### src/rtl/wb_arbiter.sv
// -----------------------------------------------------------------------------
// wb_arbiter
//
// Writeback arbiter for the integer pipeline. It merges the single-cycle ALU
// result path and the variable-latency load result path onto the one
// register-file write port. Load results are held in a small circular FIFO.
// The ALU normally has priority. A non-empty FIFO that has lost to the ALU
// STARVE_MAX times in a row is forced through on the next cycle.
//
// Optional feature (macro WB_SCOREBOARD_EN):
//   When defined, a 32-entry pending-load scoreboard is kept so decode can
//   detect load-use hazards through rs1_busy/rs2_busy. When undefined,
//   ld_issue/ld_issue_rd are ignored and both busy outputs read 0.
//
// Parameters:
//   DEPTH       load-result FIFO entries (power of two, >= 2)
//   STARVE_MAX  ALU wins tolerated against a non-empty FIFO (1..15)
//
// Ports:
//   clk, rst_n                     clock, asynchronous active-low reset
//   alu_valid/alu_ready            ALU handshake (ready is combinational)
//   alu_rd, alu_data               ALU destination and result
//   mem_valid/mem_ready            load handshake (ready = FIFO not full)
//   mem_rd, mem_data               load destination and result
//   ld_issue, ld_issue_rd          load issue notification for the scoreboard
//   rs1, rs2 / rs1_busy, rs2_busy  decode source registers and hazard flags
//   RegWrite, rd, rd_write_data    registered register-file write port
// -----------------------------------------------------------------------------
module wb_arbiter #(
  parameter int DEPTH      = 2,
  parameter int STARVE_MAX = 4
) (
  input  logic        clk,
  input  logic        rst_n,
  input  logic        alu_valid,
  output logic        alu_ready,
  input  logic [4:0]  alu_rd,
  input  logic [31:0] alu_data,
  input  logic        mem_valid,
  output logic        mem_ready,
  input  logic [4:0]  mem_rd,
  input  logic [31:0] mem_data,
  input  logic        ld_issue,
  input  logic [4:0]  ld_issue_rd,
  input  logic [4:0]  rs1,
  input  logic [4:0]  rs2,
  output logic        rs1_busy,
  output logic        rs2_busy,
  output logic        RegWrite,
  output logic [4:0]  rd,
  output logic [31:0] rd_write_data
);

  localparam int AW = $clog2(DEPTH);
  localparam int CW = 4;
  localparam logic [CW-1:0] STARVE_LIM = CW'(STARVE_MAX);
  localparam logic [AW:0]   PTR_ONE    = (AW+1)'(1);

  // Pointers carry one extra wrap bit to tell full from empty.
  logic [AW:0]    wr_ptr_reg, wr_ptr_next;
  logic [AW:0]    rd_ptr_reg, rd_ptr_next;
  logic [4:0]     fifo_rd_mem   [DEPTH];
  logic [31:0]    fifo_data_mem [DEPTH];
  logic [CW-1:0]  starve_cnt_reg, starve_cnt_next;

  logic           reg_write_reg, reg_write_next;
  logic [4:0]     rd_reg, rd_next;
  logic [31:0]    data_reg, data_next;

  logic           fifo_empty, fifo_full;
  logic           force_pop, pop, push;

  assign fifo_empty = (wr_ptr_reg == rd_ptr_reg);
  assign fifo_full  = (wr_ptr_reg[AW-1:0] == rd_ptr_reg[AW-1:0]) &&
                      (wr_ptr_reg[AW] != rd_ptr_reg[AW]);

  // ---------------------------------------------------------------------------
  // Arbitration and next-state
  // ---------------------------------------------------------------------------
  always_comb begin
    force_pop       = !fifo_empty && (starve_cnt_reg == STARVE_LIM);
    alu_ready       = !force_pop;
    // Occupancy uses start-of-cycle state: a full FIFO refuses even while popping.
    mem_ready       = !fifo_full;
    push            = mem_valid && !fifo_full && (mem_rd != 5'd0);
    pop             = force_pop || (!alu_valid && !fifo_empty);

    reg_write_next  = 1'b0;
    rd_next         = rd_reg;
    data_next       = data_reg;
    starve_cnt_next = '0;

    if (force_pop) begin
      reg_write_next = 1'b1;
      rd_next        = fifo_rd_mem[rd_ptr_reg[AW-1:0]];
      data_next      = fifo_data_mem[rd_ptr_reg[AW-1:0]];
    end else if (alu_valid) begin
      // An ALU result to x0 is consumed but never written.
      if (alu_rd != 5'd0) begin
        reg_write_next = 1'b1;
        rd_next        = alu_rd;
        data_next      = alu_data;
      end
      if (!fifo_empty) begin
        starve_cnt_next = starve_cnt_reg + CW'(1);
      end
    end else if (!fifo_empty) begin
      reg_write_next = 1'b1;
      rd_next        = fifo_rd_mem[rd_ptr_reg[AW-1:0]];
      data_next      = fifo_data_mem[rd_ptr_reg[AW-1:0]];
    end

    wr_ptr_next = push ? (wr_ptr_reg + PTR_ONE) : wr_ptr_reg;
    rd_ptr_next = pop  ? (rd_ptr_reg + PTR_ONE) : rd_ptr_reg;
  end

  // ---------------------------------------------------------------------------
  // State registers
  // ---------------------------------------------------------------------------
  always_ff @(posedge clk or negedge rst_n) begin
    if (!rst_n) begin
      wr_ptr_reg     <= '0;
      rd_ptr_reg     <= '0;
      starve_cnt_reg <= '0;
      reg_write_reg  <= 1'b0;
      rd_reg         <= '0;
      data_reg       <= '0;
    end else begin
      wr_ptr_reg     <= wr_ptr_next;
      rd_ptr_reg     <= rd_ptr_next;
      starve_cnt_reg <= starve_cnt_next;
      reg_write_reg  <= reg_write_next;
      rd_reg         <= rd_next;
      data_reg       <= data_next;
    end
  end

  // FIFO storage needs no reset; validity is tracked by the pointers alone.
  always_ff @(posedge clk) begin
    if (push) begin
      fifo_rd_mem[wr_ptr_reg[AW-1:0]]   <= mem_rd;
      fifo_data_mem[wr_ptr_reg[AW-1:0]] <= mem_data;
    end
  end

  assign RegWrite      = reg_write_reg;
  assign rd            = rd_reg;
  assign rd_write_data = data_reg;

  // ---------------------------------------------------------------------------
  // Pending-load scoreboard
  // ---------------------------------------------------------------------------
`ifdef WB_SCOREBOARD_EN
  logic [31:0] busy_reg;
  logic [31:0] busy_set;
  logic [31:0] busy_clr;
  logic        from_pop_reg;

  // Remembers whether the write currently on the port came from the FIFO,
  // since only load writebacks retire a pending-load entry.
  always_ff @(posedge clk or negedge rst_n) begin
    if (!rst_n) begin
      from_pop_reg <= 1'b0;
    end else begin
      from_pop_reg <= pop;
    end
  end

  for (genvar gi = 0; gi < 32; gi++) begin : g_busy
    assign busy_set[gi] = ld_issue && (ld_issue_rd != 5'd0) && (ld_issue_rd == 5'(gi));
    assign busy_clr[gi] = reg_write_reg && from_pop_reg && (rd_reg == 5'(gi));
  end

  // Set is applied after clear so a same-cycle re-issue keeps the bit high.
  always_ff @(posedge clk or negedge rst_n) begin
    if (!rst_n) begin
      busy_reg <= '0;
    end else begin
      busy_reg <= (busy_reg & ~busy_clr) | busy_set;
    end
  end

  assign rs1_busy = busy_reg[rs1];
  assign rs2_busy = busy_reg[rs2];
`else
  logic unused_sb;
  assign unused_sb = ^{ld_issue, ld_issue_rd, rs1, rs2};
  assign rs1_busy  = 1'b0;
  assign rs2_busy  = 1'b0;
`endif

endmodule

### config.mk
export PLATFORM = sky130hd
export DESIGN_NAME = wb_arbiter
export DESIGN_NICKNAME = d
export VERILOG_FILES = /design/src/rtl/wb_arbiter.sv
export SDC_FILE = /design/constraint.sdc
export NUM_CORES = 1
export LEC_CHECK = 0
export ABC_AREA = 1
export ABC_CLOCK_PERIOD_IN_PS = 7730
export CAP_MARGIN = 15
export CORE_UTILIZATION = 40
export DETAILED_ROUTE_END_ITERATION = 10
export GPL_TIMING_DRIVEN = 0
export PLACE_DENSITY = 0.66
export SYNTH_ARGS = -nofsm -noshare
export SYNTH_HDL_FRONTEND = slang
export SYNTH_SLANG_ARGS = --single-unit
### constraint.sdc
create_clock -name clk -period 7.73 [get_ports clk]
set_clock_uncertainty 0.15 [all_clocks]
set_input_delay 1.1595 -clock clk [delete_from_list [all_inputs] [get_ports clk]]
set_output_delay 1.1595 -clock clk [all_outputs]
set_load 0.01 [all_outputs]
* Yosys cells after proc, flatten, opt, wreduce, memory -nomap -nowiden *
Memory sizes are Yosys's and may differ from the RTL's.
Index checks and enable logic that the tools add are counted.

word-level totals
  memories kept = 2
  output and inout port bits = 42
  bits in writable memories = 74
  bits of input ports = 94
  bits in registers = 46

operators by class
  reduce and logical (&&, ||, !) cells = 13
  mux-type cells = 17
  $add $sub $neg = 3
  equal/unequal tests = 6

memory list
  memory         words  bits a word  read ports  clocked after memory_dff  write ports  line  source
  fifo_data_mem  2      32           1           0                         1            63    logic [31:0] fifo_data_mem [DEPTH];
  fifo_rd_mem    2      5            1           0                         1            62    logic [4:0] fifo_rd_mem [DEPTH];

operators by type and width
  operator                                                               number
  32-bit 2-to-1 mux                                                      4
  5-bit 2-to-1 mux                                                       4
  4-bit 2-to-1 mux                                                       3
  5-bit nonzero test                                                     2
  1-bit 2-to-1 mux                                                       6
  1-bit logical AND                                                      5
  2-bit by 1-bit adder with 2-bit output, second input constant          2
  4-bit by 1-bit adder with 4-bit output, second input constant          1
  4-bit by 3-bit equality test with 1-bit output, second input constant  1
  1-bit zero test                                                        4
  3-bit by 1-bit != test with 1-bit output, second input constant        1
  3-bit by 2-bit != test with 1-bit output, second input constant        1
  2-bit equality test                                                    1
  2-bit AND reduction                                                    1
  1-bit equality test                                                    1
  1-bit logical OR                                                       1
  1-bit != test                                                          1

* Longest topological paths before layout *
Gate-level depths: netlist (run 1).

  depth in word-level cells = 7
  depth in mapped cells = 11

* Worst setup path before layout (run 1) *
Ideal clock, no wire load.

  kind = input-to-reg
  from = in mem_rd[3]
  to = mem fifo_data_mem[1][0], enable pin
  library setup time = 431 ps
  arrival = 2,962 ps
  cell stages on the path = 4
  slack = 4,186 ps
  buffers on the path = 0
  required time = 7,149 ps
  path through = nor3_1 nand2_1 nand3_1 nor2_1

between the ends
  word-level cells in the longest chain between the ends = 4

ends and longest elaborated chain
  what                                    line  source
  from (decl)                             41    input logic [4:0] mem_rd,
  5-bit nonzero test                      85    push = mem_valid && !fifo_full && (mem_rd != 5'd0);
  1-bit logical AND                       85
  1-bit 2-to-1 mux                        140   if (push) begin
  1-bit 2-to-1 mux (not written as such)  142   fifo_data_mem[wr_ptr_reg[AW-1:0]] <= mem_data;
  to (decl)                               63

Every way passes these cells.

* Worst setup path in the final report (run 1) *
  from = reg starve_cnt_reg[0]
  to = out alu_ready

between the ends
  word-level cells in the longest chain between the ends = 3

ends and longest elaborated chain
  what                                            line  source
  from (decl)                                     64    logic [CW-1:0] starve_cnt_reg, starve_cnt_next;
  from (signal assigned)                          131   starve_cnt_reg <= starve_cnt_next;
  4-bit by 3-bit equality test with 1-bit output  81    force_pop = !fifo_empty && (starve_cnt_reg == STARVE_LIM);
  1-bit logical AND                               81
  1-bit zero test                                 82    alu_ready = !force_pop;
  to (decl)                                       36    output logic alu_ready,

Every way passes these cells.

==> results by group, run 1 <==
Placement
  – Worst slack at placement: between 4 and 5 ns
  – I/O Buffers: 117
  – Post-DP HPWL: 9660 um
  – Routability congestion estimate: 0.782
  – DP Cell Count: ~1.0k

Routing
  – Drt wl/cell: 13.5 um
  – Total number of vias: 4835
  – Vias per inst: 4.54
  – Drt drc: 0
  – First DRT Iteration DRCs: approximately 230
  – Routed Antenna Nets: 0
  – Initial DRT Pass Iterations: 4
  – Final wirelength: around 14000 um

Timing
  – Slew HR: 39.2%
  – PnR worst setup slack: 4.29 ns
  – Least-Margin Pin Slew: 0.911 ns
  – Tmin final: 3.44 ns
  – Fin. max-slew vios: 0
  – Final setup vio count: 0
  – Final period utilization: 44.5%
  – RSZ-0062 raised after global routing: false
  – Post-route setup TNS: 0 ns
  – FMAX: 291 MHz
  – Final Hold Viols: 0

Setup path
  – CP Launch Type: flip-flop
  – Most common cell on crit path: inv_1
  – CP Class: flip-flop to output pin
  – Worst Setup End Kind: output pin
  – CP peak stage delay: 0.58 ns
  – CP Data Required Time: 6.42 ns
  – Maximum fanout along the worst path: 10
  – Critical-path top delay cell: clkdlybuf4s50_1
  – Crit path arrival time: 2.13 ns
  – Top delay family on crit path: buffers and inverters
  – Crit path buffers/inverters: 4
  – Worst path cell trace: inv_1 > ha_1 > nand3_1 > inv_1 > nand2_1 > buf_2 > clkdlybuf4s50_1

Yosys
  – Syn avg cell area: just over 8 um2
  – Yosys top cell area share: a little under two fifths
  – Yosys warnings: 0
  – Synth Instances: 728
  – Synth Register Bits: 120
  – Seq/Total Area, Yosys: a little under three fifths
  – Biggest area consumer among synthesized cells: edfxtp_1
  – Ranking of synthesized cells by area: edfxtp_1 37%, nand2_1 22%, dfrtp_1 19%
  – Mapped Area: 6010 um2
  – Synth cell types: 22

Clocking
  – Clk buf depth: 2
  – CTS root buffer: clkbuf_16
  – Cts bufs inserted: 17
  – Clk sinks: 120
  – Setup bufs post-CTS: 0
  – Cts hold-fix bufs: 0
  – Resized Gates After CTS: 0
  – Clock latency on the worst-skew pair: 0.41 ns
  – H-tree Lvls: 4
  – Clock transition at path regs: 0.05 ns
  – CTS tree: done

Layout
  – Non-Filler Instances: between 1k and 1.5k
  – Fillers: about 1.4k
  – Ant diodes: 0
  – Nets: 963
  – Area delta synth->final: 33.6%
  – Number of flip-flops in the largest register: 64
  – Multi-input gate area: 2090 um2
  – Layout Utilization: 55.1%
  – Layout cells sized above 1: 8.30%
  – Register area: 3370 um2

Run
  – Max Cap Violations: 0

Die
  – IO Count: 136
  – Die ar.: 15500 um2
  – # rows: 44
  – Starting Density: 41.2%
  – Die X: 125 um
  – Die Y-Extent: 125 um
  – CORE AREA: ~15000 um2

GRT
  – First-pass GRT wire length: 23300 um
  – Initial antenna violation count: 0
  – Remaining Overflow, GRT: 0
  – Gr usage total: between 15 and 20%
  – Vias in the first global route: 4704
  – Pin count of the biggest net entering global routing: 38

Power
  – Reg power frac: a little over a third
  – Combinational share of power: 37.9%
  – Tot Pwr: ~2.8 mW
  – VDD IR max: 0.168 mV
  – Clock share of power: 26.7%
  – Power Density: 353 nW/um2
  – Sw power: 959 uW
  – LEAKAGE: 3.91 nW
  – Switching Share: ~34%
  – P_int: around 1.9 mW

Hold path
  – Min-Delay Path Class: flip-flop to flip-flop

Run status
  – Status: complete, no violations
## tightest hold or removal path, cell delays in order, from the launching register on
cell     delay (ns)
dfrtp_1        0.34
nand2_1        0.05
nand2_1        0.05
## kinds of logic (layout without fill, tap and decap cells)
group                      count (synthesis)  after routing  share of synthesized area (%)
and+or+nand+nor                          477            477                           33.3
buffers and inverters                    122            273                           9.33
DFF                                      120            120                           56.1
xor gates and xnor gates                   5              5                          0.729
adders and majority gates                  2              2                          0.416
other                                      1              2                         0.0624
AOI/OAI and AO/OA                          1              1                         0.0832
## through the flow
| stage | cell area, um2 | hold WS [ns] |
|---|---|---|
| after global routing | 8030 | 0.351 |
| after floorplan | 6010 | 0.304 |
| after CTS | 8030 | 0.330 |
| after global placement | 7410 | 0.311 |
| after detailed placement | 7460 | 0.315 |
| final | 8030 | 0.325 |
## placed cells by master (no fill, tap or decap)
cell type,synthesis,final
nand2_1,346,346
clkdlybuf4s50_1,0,116
inv_1,82,81
nand3_1,80,80
edfxtp_1,74,74
dfrtp_1,46,46
and2_1,37,37
buf_2,19,20
clkbuf_16,0,17
buf_4,7,7
buf_6,7,7
nor2_1,8,7
inv_2,4,5
clkinv_2,0,5
nand2_2,3,3
clkbuf_1,1,3
xor2_1,3,3
clkbuf_8,0,3
xnor2_1,2,2
buf_1,2,2
ha_1,2,2
conb_1,1,2
clkinv_1,0,2
bufinv_16,0,2
buf_12,0,2
nor3_1,1,1
nand4_1,1,1
nand3b_1,1,1
nor2_4,0,1
o21ai_0,1,1
clkinvlp_4,0,1
## Yosys cell counts
master      n
nand4_1     1
nand2_2     3
nor3_1      1
clkbuf_1    1
buf_4       7
nand2_1   346
edfxtp_1   74
buf_1       2
buf_2      19
nand3b_1    1
xnor2_1     2
and2_1     37
dfrtp_1    46
xor2_1      3
nand3_1    80
o21ai_0     1
buf_6       7
conb_1      1
inv_1      82
inv_2       4
ha_1        2
nor2_1      8
## routing by layer
metal | global-route usage (%) | wire length (um)
met1 | 23.8 | 6230
met2 | 33.7 | 7130
met3 | 5.24 | 793
met4 | 7.16 | 168
met5 | 0 | 0
## power groups by stage
stage | clock network, mW | logic [mW] | registers (mW)
floorplan | 0 | 0.602 | 1.05
global placement | 0 | 1.06 | 1.02
detailed placement | 0 | 1.08 | 1.01
CTS | 0.774 | 1.09 | 1.00
global route | 0.807 | 1.21 | 1.03
finish | 0.756 | 1.07 | 1.00
## cell type report
class | instances | area share, %
Sequential cell | 120 | 42.0
Multi-Input combinational cell | 487 | 26.0
Timing Repair Buffer | 119 | 15.0
Clock buffer | 22 | 5.90
Inverter | 86 | 4.02
Buffer | 36 | 2.96
Tap cell | 184 | 2.87
Clock inverter | 10 | 1.25
## worst paths after layout
kind                                        start             endpoint  slack (ns)  cells past startpoint
worst min-delay path             rd_write_data[1]     rd_write_data[1]        0.32                      2
worst min register to register   rd_write_data[1]     rd_write_data[1]        0.32                      2
max in group asynchronous                   rst_n    rd_write_data[25]        6.34                      2
min in group asynchronous                   rst_n     rd_write_data[8]        0.55                      1
worst max-delay path            starve_cnt_reg[0]            alu_ready        4.29                      7
worst max register to register      wr_ptr_reg[0]  fifo_data_mem[1][3]        5.55                      7
Note: power is estimated with default switching activity, not from simulation.
==> run 2, diff against run 1 <==
ABC_CLOCK_PERIOD_IN_PS = 3000   (was 7730)
PLACE_DENSITY = 0.68   (was 0.66)
clock period = 3 ns   (was 7.73 ns; I/O delays follow)
==> run 2 against run 1 <==
Compared with the run above: via count fell by 0.70%; global-route usage rose by 0.077 points; critical path depth did not move; register-to-register slack got worse by 4.8 ns; critical path type unchanged; die area did not move; wire length fell by 1.6%.
==> results by group, run 2 (same netlist as run 1, synthesis figures left out) <==
Clocking
  – H-tree Lvls: 4 (unchanged)
  – Cts bufs inserted: 17 (unchanged)
  – Clock latency on the worst-skew pair: 0.41 ns (about the same)
  – Clk sinks: 120 (unchanged)
  – Clk buf depth: 2 (unchanged)
  – CTS root buffer: clkbuf_16
  – CTS tree: done
  – Setup bufs post-CTS: 0 (unchanged)
  – Clock transition at path regs: 0.05 ns (about the same)

Die
  – Die ar.: 15500 um2 (unchanged)
  – IO Count: 136 (unchanged)
  – Starting Density: 41.2% (unchanged)
  – Die X: 125 um (unchanged)
  – Die Y-Extent: 125 um (unchanged)
  – # rows: 44 (unchanged)
  – CORE AREA: 14600 um2 (unchanged)

Layout
  – Layout Utilization: 55.2% (+0.14 points)
  – Multi-input gate area: 2090 um2 (unchanged)
  – Ant diodes: 0 (unchanged)
  – Fillers: 1339 (-2.5%)
  – Nets: 964 (+0.10%)
  – Area delta synth->final: 34.0%
  – Register area: 3370 um2 (unchanged)
  – Number of flip-flops in the largest register: 64 (unchanged)
  – Most frequent cells in the layout: 346 x nand2_1, 116 x clkdlybuf4s50_1, 81 x inv_1
  – Commonest non-fill, non-tap cell in the layout: nand2_1
  – Layout cells sized above 1: 8.29% (-0.0094 points)

Power
  – Power Density: 904 nW/um2 (+160%)
  – LEAKAGE: 3.91 nW (+0.17%)
  – VDD IR max: 0.402 mV (+140%)

GRT
  – Initial antenna violation count: 0 (unchanged)
  – Pin count of the biggest net entering global routing: 38 (unchanged)
  – GRT Max-Usage Layer: met2
  – Vias in the first global route: 4741 (+0.79%)
  – Remaining Overflow, GRT: 0 (unchanged)
  – Met3 usage: 4.47% (-0.77 points)
  – First-pass GRT wire length: 23400 um (+0.56%)
  – Gr usage total: 19.8% (+0.077 points)
  – Met2 usage: 35.0% (+1.3 points)
  – GR Util met1: 23.0% (-0.80 points)

Routing
  – Initial DRT Pass Iterations: 5 (+1)
  – Drt wl/cell: 13.2 um (-1.6%)
  – Vias per inst: 4.51 (-0.80%)
  – First DRT Iteration DRCs: 211 (-8.7%)
  – Total number of vias: 4801 (-0.70%)
  – Final wirelength: 14100 um (-1.6%)
  – Drt drc: 0 (unchanged)
  – Routed Antenna Nets: 0 (unchanged)

Run
  – Max Cap Violations: 0 (unchanged)

Setup path
  – Maximum fanout along the worst path: 10 (unchanged)
  – CP Launch Type: flip-flop
  – Worst r2r src: wr_ptr_reg[0]
  – Worst Setup End Kind: output pin
  – Crit path arrival time: 2.14 ns (about the same)
  – CP Class: flip-flop to output pin
  – Crit. Startpoint: starve_cnt_reg[0]
  – CP Data Required Time: 2.40 ns (-4.02 ns)

Timing
  – Tmin final: about 2.7 ns
  – Final period utilization: 91.3%
  – Least-Margin Pin Slew: 0.900 ns (-0.0114 ns)
  – Fin. max-slew vios: 0 (unchanged)
  – Post-route setup TNS: 0 ns (unchanged)
  – Slew HR: 39.9% (+0.76 points)
  – RSZ-0062 raised after global routing: false
  – FMAX: between 300 and 400 MHz
  – Final Hold Viols: 0 (unchanged)
  – Final setup vio count: 0 (unchanged)

Hold path
  – Hold path start: rd_write_data[2]
  – Min-Delay Path Class: flip-flop to flip-flop

Placement
  – I/O Buffers: 117 (unchanged)
  – Routability congestion estimate: 0.754 (-3.6%)
  – Post-DP HPWL: 9650 um (-0.17%)

Run status
  – Status: complete, no violations
## run 2: changes by cell type in the layout (fill, tap and decap cells not counted)
cell / previous run / this run
clkinv_1: 2 / 0
clkbuf_8: 3 / 4
clkbuf_1: 3 / 5
buf_12: 2 / 1
clkinv_4: 0 / 1
clkinv_2: 5 / 3
bufinv_16: 2 / 0
clkbuf_16: 17 / 19
buf_16: 0 / 1
dlygate4sd3_1: 0 / 1
## run 2: timing repair
action                    4_1_cts  5_1_grt
gates resized for setup         0        0
hold endpoints to repair       17        0
hold buffers                    1        0
## run 2: layer usage
metal,wire (um),vias up
met2,7310,116
met1,5900,2124
met3,552,28
met5,0,-
li1,-,2533
met4,331,0
## run 2: stage by stage
stage / total power [mW] / cells / instance area (um2) / hold WS, ns / worst slack [ns]
detailed placement: 5.41 / 1032 / 7460 / 0.278 / 0.306
global placement: 5.34 / 1030 / 7420 / 0.313 / -0.562
global route: 7.82 / 1065 / 8050 / 0.348 / 0.0828
CTS: 7.35 / 1065 / 8050 / 0.329 / 0.234
finish: 7.28 / 1065 / 8050 / 0.325 / 0.261
floorplan: 4.25 / 729 / 6020 / 0.00441 / 0.583
## run 2: path summary, 6_finish.rpt
check | end | slack (ns) | cells past startpoint
worst max-delay path | alu_ready | 0.26 | 7
max in group asynchronous | rd_write_data[21] | 1.82 | 3
worst max register to register | fifo_data_mem[1][31] | 0.77 | 7
worst min-delay path | rd_write_data[2] | 0.33 | 2
worst min register to register | rd_write_data[2] | 0.33 | 2
min in group asynchronous | rd_write_data[5] | 0.36 | 2
## run 2: critical path: stages (launching register included)
cell and delay, ns:
dfrtp_1 0.39, inv_1 0.06, ha_1 0.18, nand3_1 0.12
inv_1 0.06, nand2_1 0.09, buf_2 0.24, clkdlybuf4s50_1 0.58
## run 2: cell type report
| class | instances | area share, % |
|---|---|---|
| sequential | 120 | 41.9 |
| multi-input combinational | 487 | 25.9 |
| timing repair buffer | 120 | 15.2 |
| buffer | 36 | 2.95 |
| clock inverter | 5 | 0.389 |
| tap | 184 | 2.86 |
| clock buffer | 27 | 6.78 |
| inverter | 86 | 4.01 |
## run 2: power breakdown
part | leakage [nW] | switching [mW] | total [mW] | internal (mW)
registers | 1.25 | 0.230 | 2.58 | 2.35
logic | 2.38 | 1.57 | 2.78 | 1.21
clock network | 0.284 | 0.674 | 1.91 | 1.24
==> run 3, diff against run 2 <==
CORE_MARGIN = 2   (was not set)
CORE_UTILIZATION = 23   (was 40)
PLACE_DENSITY = 0.44   (was 0.68)
==> run 3 against run 2 <==
Compared with the run above: design area grew 2.9%; combinational power grew 4%; clock-buffer cell count shrank 9; sequential power is essentially flat; critical endpoint unchanged; global-route usage shrank 6.4 points; critical path depth is the same; worst hold slack gained 0.00068 ns; maximum frequency shrank 2.1%; clock power grew 12%.
==> results by group, run 3 (same netlist as run 1, synthesis figures left out) <==
Run status
  – Status: complete, no violations

Timing
  – Final period utilization: 93.3% (+2.0 points)
  – Final Hold Viols: 0 (unchanged)
  – RSZ-0062 raised after global routing: false
  – Slew HR: 56.0% (+16 points)
  – Tmin final: 2.80 ns (+0.0601 ns)
  – Final setup vio count: 0 (unchanged)
  – Fin. max-slew vios: 0 (unchanged)
  – Worst hold slack: 0.326 ns (+0.000683 ns)
  – FMAX: 357 MHz (-2.1%)
  – Least-Margin Pin Slew: 0.659 ns (-0.241 ns)

Layout
  – Ant diodes: 0 (unchanged)
  – Nets: 965 (+0.10%)
  – Fillers: 2755 (+110%)
  – Most frequent cells in the layout: 346 x nand2_1, 116 x clkdlybuf4s50_1, 81 x inv_1
  – Layout cells sized above 1: 8.50% (+0.22 points)
  – Multi-input gate area: 2090 um2 (unchanged)
  – Commonest non-fill, non-tap cell in the layout: nand2_1
  – Number of flip-flops in the largest register: 64 (unchanged)
  – Register area: 3370 um2 (unchanged)
  – Area delta synth->final: 37.9%

Setup path
  – Worst Setup EP: alu_ready
  – Most common cell on crit path: inv_1
  – Top delay family on crit path: buffers and inverters
  – Critical-path top delay cell: clkdlybuf4s50_1
  – Crit path buffers/inverters: 4 (unchanged)
  – R2R Setup Slk: 0.70 ns (-0.07 ns)
  – Crit Reg-Reg Endpoint: fifo_data_mem[1][5]
  – Worst path cell trace: inv_1 > ha_1 > nand3_1 > inv_1 > nand2_1 > buf_2 > clkdlybuf4s50_1
  – CP Data Required Time: 2.40 ns (about the same)
  – Crit. Startpoint: starve_cnt_reg[0]
  – Worst Setup End Kind: output pin
  – WP depth: 7 (unchanged)
  – Maximum fanout along the worst path: 10 (unchanged)
  – Crit path arrival time: 2.20 ns (+0.06 ns)
  – CP Class: flip-flop to output pin
  – Worst r2r src: wr_ptr_reg[0]
  – CP peak stage delay: 0.60 ns (+0.02 ns)
  – CP Launch Type: flip-flop
  – Worst Reg-to-Reg Cells: 7 (unchanged)

Power
  – Clock share of power: 28.1% (+1.8 points)
  – Tot Pwr: 7.63 mW (+4.8%)
  – VDD IR max: 0.329 mV (-18%)
  – Combinational share of power: 37.9% (-0.3 points)
  – P_int: 4.95 mW (+3.1%)
  – Reg power frac: 34.1% (-1.4 points)
  – Sw power: 2.68 mW (+8.0%)
  – Power Density: 920 nW/um2 (+1.8%)
  – Switching Share: 35.1% (+1.0 points)
  – LEAKAGE: 3.92 nW (+0.22%)

Run
  – Max Cap Violations: 0 (unchanged)

Die
  – Die X: 166 um (+33%)
  – Die Y-Extent: 166 um (+33%)
  – # rows: 59 (+34%)
  – IO Count: 136 (unchanged)
  – Die ar.: 27400 um2 (+77%)
  – Starting Density: 23.3% (-18 points)
  – CORE AREA: 25800 um2 (+77%)

Clocking
  – Cts bufs inserted: 17 (unchanged)
  – Clk sinks: 120 (unchanged)
  – Clock transition at path regs: 0.06 ns (about the same)
  – Setup bufs post-CTS: 0 (unchanged)
  – Resized Gates After CTS: 0 (unchanged)
  – H-tree Lvls: 4 (unchanged)
  – CTS tree: done
  – Clk buf depth: 2 (unchanged)
  – Cts hold-fix bufs: 1 (unchanged)
  – Clock latency on the worst-skew pair: 0.41 ns (about the same)
  – CTS root buffer: clkbuf_16

Placement
  – Routability congestion estimate: 0.710 (-5.8%)
  – I/O Buffers: 117 (unchanged)
  – Post-DP HPWL: 11900 um (+24%)

GRT
  – Gr usage total: 13.4% (-6.4 points)
  – First-pass GRT wire length: 28100 um (+20%)
  – Initial antenna violation count: 0 (unchanged)
  – Remaining Overflow, GRT: 0 (unchanged)
  – Vias in the first global route: 5102 (+7.6%)
  – Pin count of the biggest net entering global routing: 34 (-11%)

Hold path
  – Min-Delay Path Class: flip-flop to flip-flop

Routing
  – Total number of vias: 4894 (+1.9%)
  – Drt drc: 0 (unchanged)
  – Routed Antenna Nets: 0 (unchanged)
  – Vias per inst: 4.02 (-11%)
  – Drt wl/cell: 14.6 um (+10%)
  – First DRT Iteration DRCs: 251 (+19%)
  – Final wirelength: 17700 um (+26%)
  – Initial DRT Pass Iterations: 4 (-1)
==> run 3: cell types whose count changed in the layout (fill, tap and decap cells not counted), sizes merged <==
cell,before,now
clkinvlp,1,4
buf,38,39
clkbuf,28,19
bufinv,0,4
clkinv,4,6
==> run 3: layout make-up <==
cell class / instances / area share [%]
Timing Repair Buffer: 121 / 14.9
Inverter: 86 / 3.90
Clock inverter: 14 / 2.19
Sequential cell: 120 / 40.7
Buffer: 36 / 2.87
Multi-Input combinational cell: 487 / 25.2
Clock buffer: 18 / 5.18
Tap cell: 335 / 5.06
==> run 3: how the worst min path moves through the flow <==
stage | to | from | cells after the start | slack (ns)
CTS | rd_write_data[1] | rd_write_data[1] | 2 | 0.33
global route | rd_write_data[30] | rd_write_data[30] | 2 | 0.36
detailed placement | rd[0] | rst_n | 1 | 0.23
finish | rd_write_data[1] | rd_write_data[1] | 2 | 0.33
global placement | rd_write_data[22] | rd_write_data[22] | 2 | 0.32
floorplan | RegWrite | rst_n | 0 | 0.004
==> run 3: power by group through the flow <==
| stage | Sequential [mW] | Clock (mW) | Combinational (mW) |
|---|---|---|---|
| finish | 2.60 | 2.14 | 2.89 |
| detailed placement | 2.63 | 0 | 2.95 |
| CTS | 2.61 | 2.20 | 2.97 |
| global placement | 2.66 | 0 | 2.87 |
| global route | 2.66 | 2.28 | 3.27 |
| floorplan | 2.69 | 0 | 1.55 |
==> run 3: stage by stage <==
step | instance area [um2] | setup TNS, ns | utilization [%] | setup WS [ns] | instances
3_5_place_dp | 7670 | 0 | 29.7 | 0.218 | 1184
2_1_floorplan | 6020 | 0 | - | 0.583 | 729
4_1_cts | 8290 | 0 | 32.1 | 0.176 | 1217
3_3_place_gp | 7610 | -59.35 | 29.4 | -0.857 | 1181
6_report | 8290 | 0 | 32.1 | 0.201 | 1217
5_1_grt | 8290 | 0 | 32.1 | 0.0573 | 1217
==> run 3: worst min-delay path, delay by kind of cell (launching register included) <==
kind / cells / cell delay (ns)
AND/OR/NAND/NOR: 2 / 0.10
flip-flops: 1 / 0.34
==> run 3: metal layers <==
metal,wire [um],global-route usage [%],share of wire [%],vias to the layer above
met5,0,0,0,-
li1,-,-,-,2534
met2,8090,22.0,46,101
met1,8850,17.9,50,2251
met3,653,3.20,3.7,8
met4,142,3.18,0.80,0
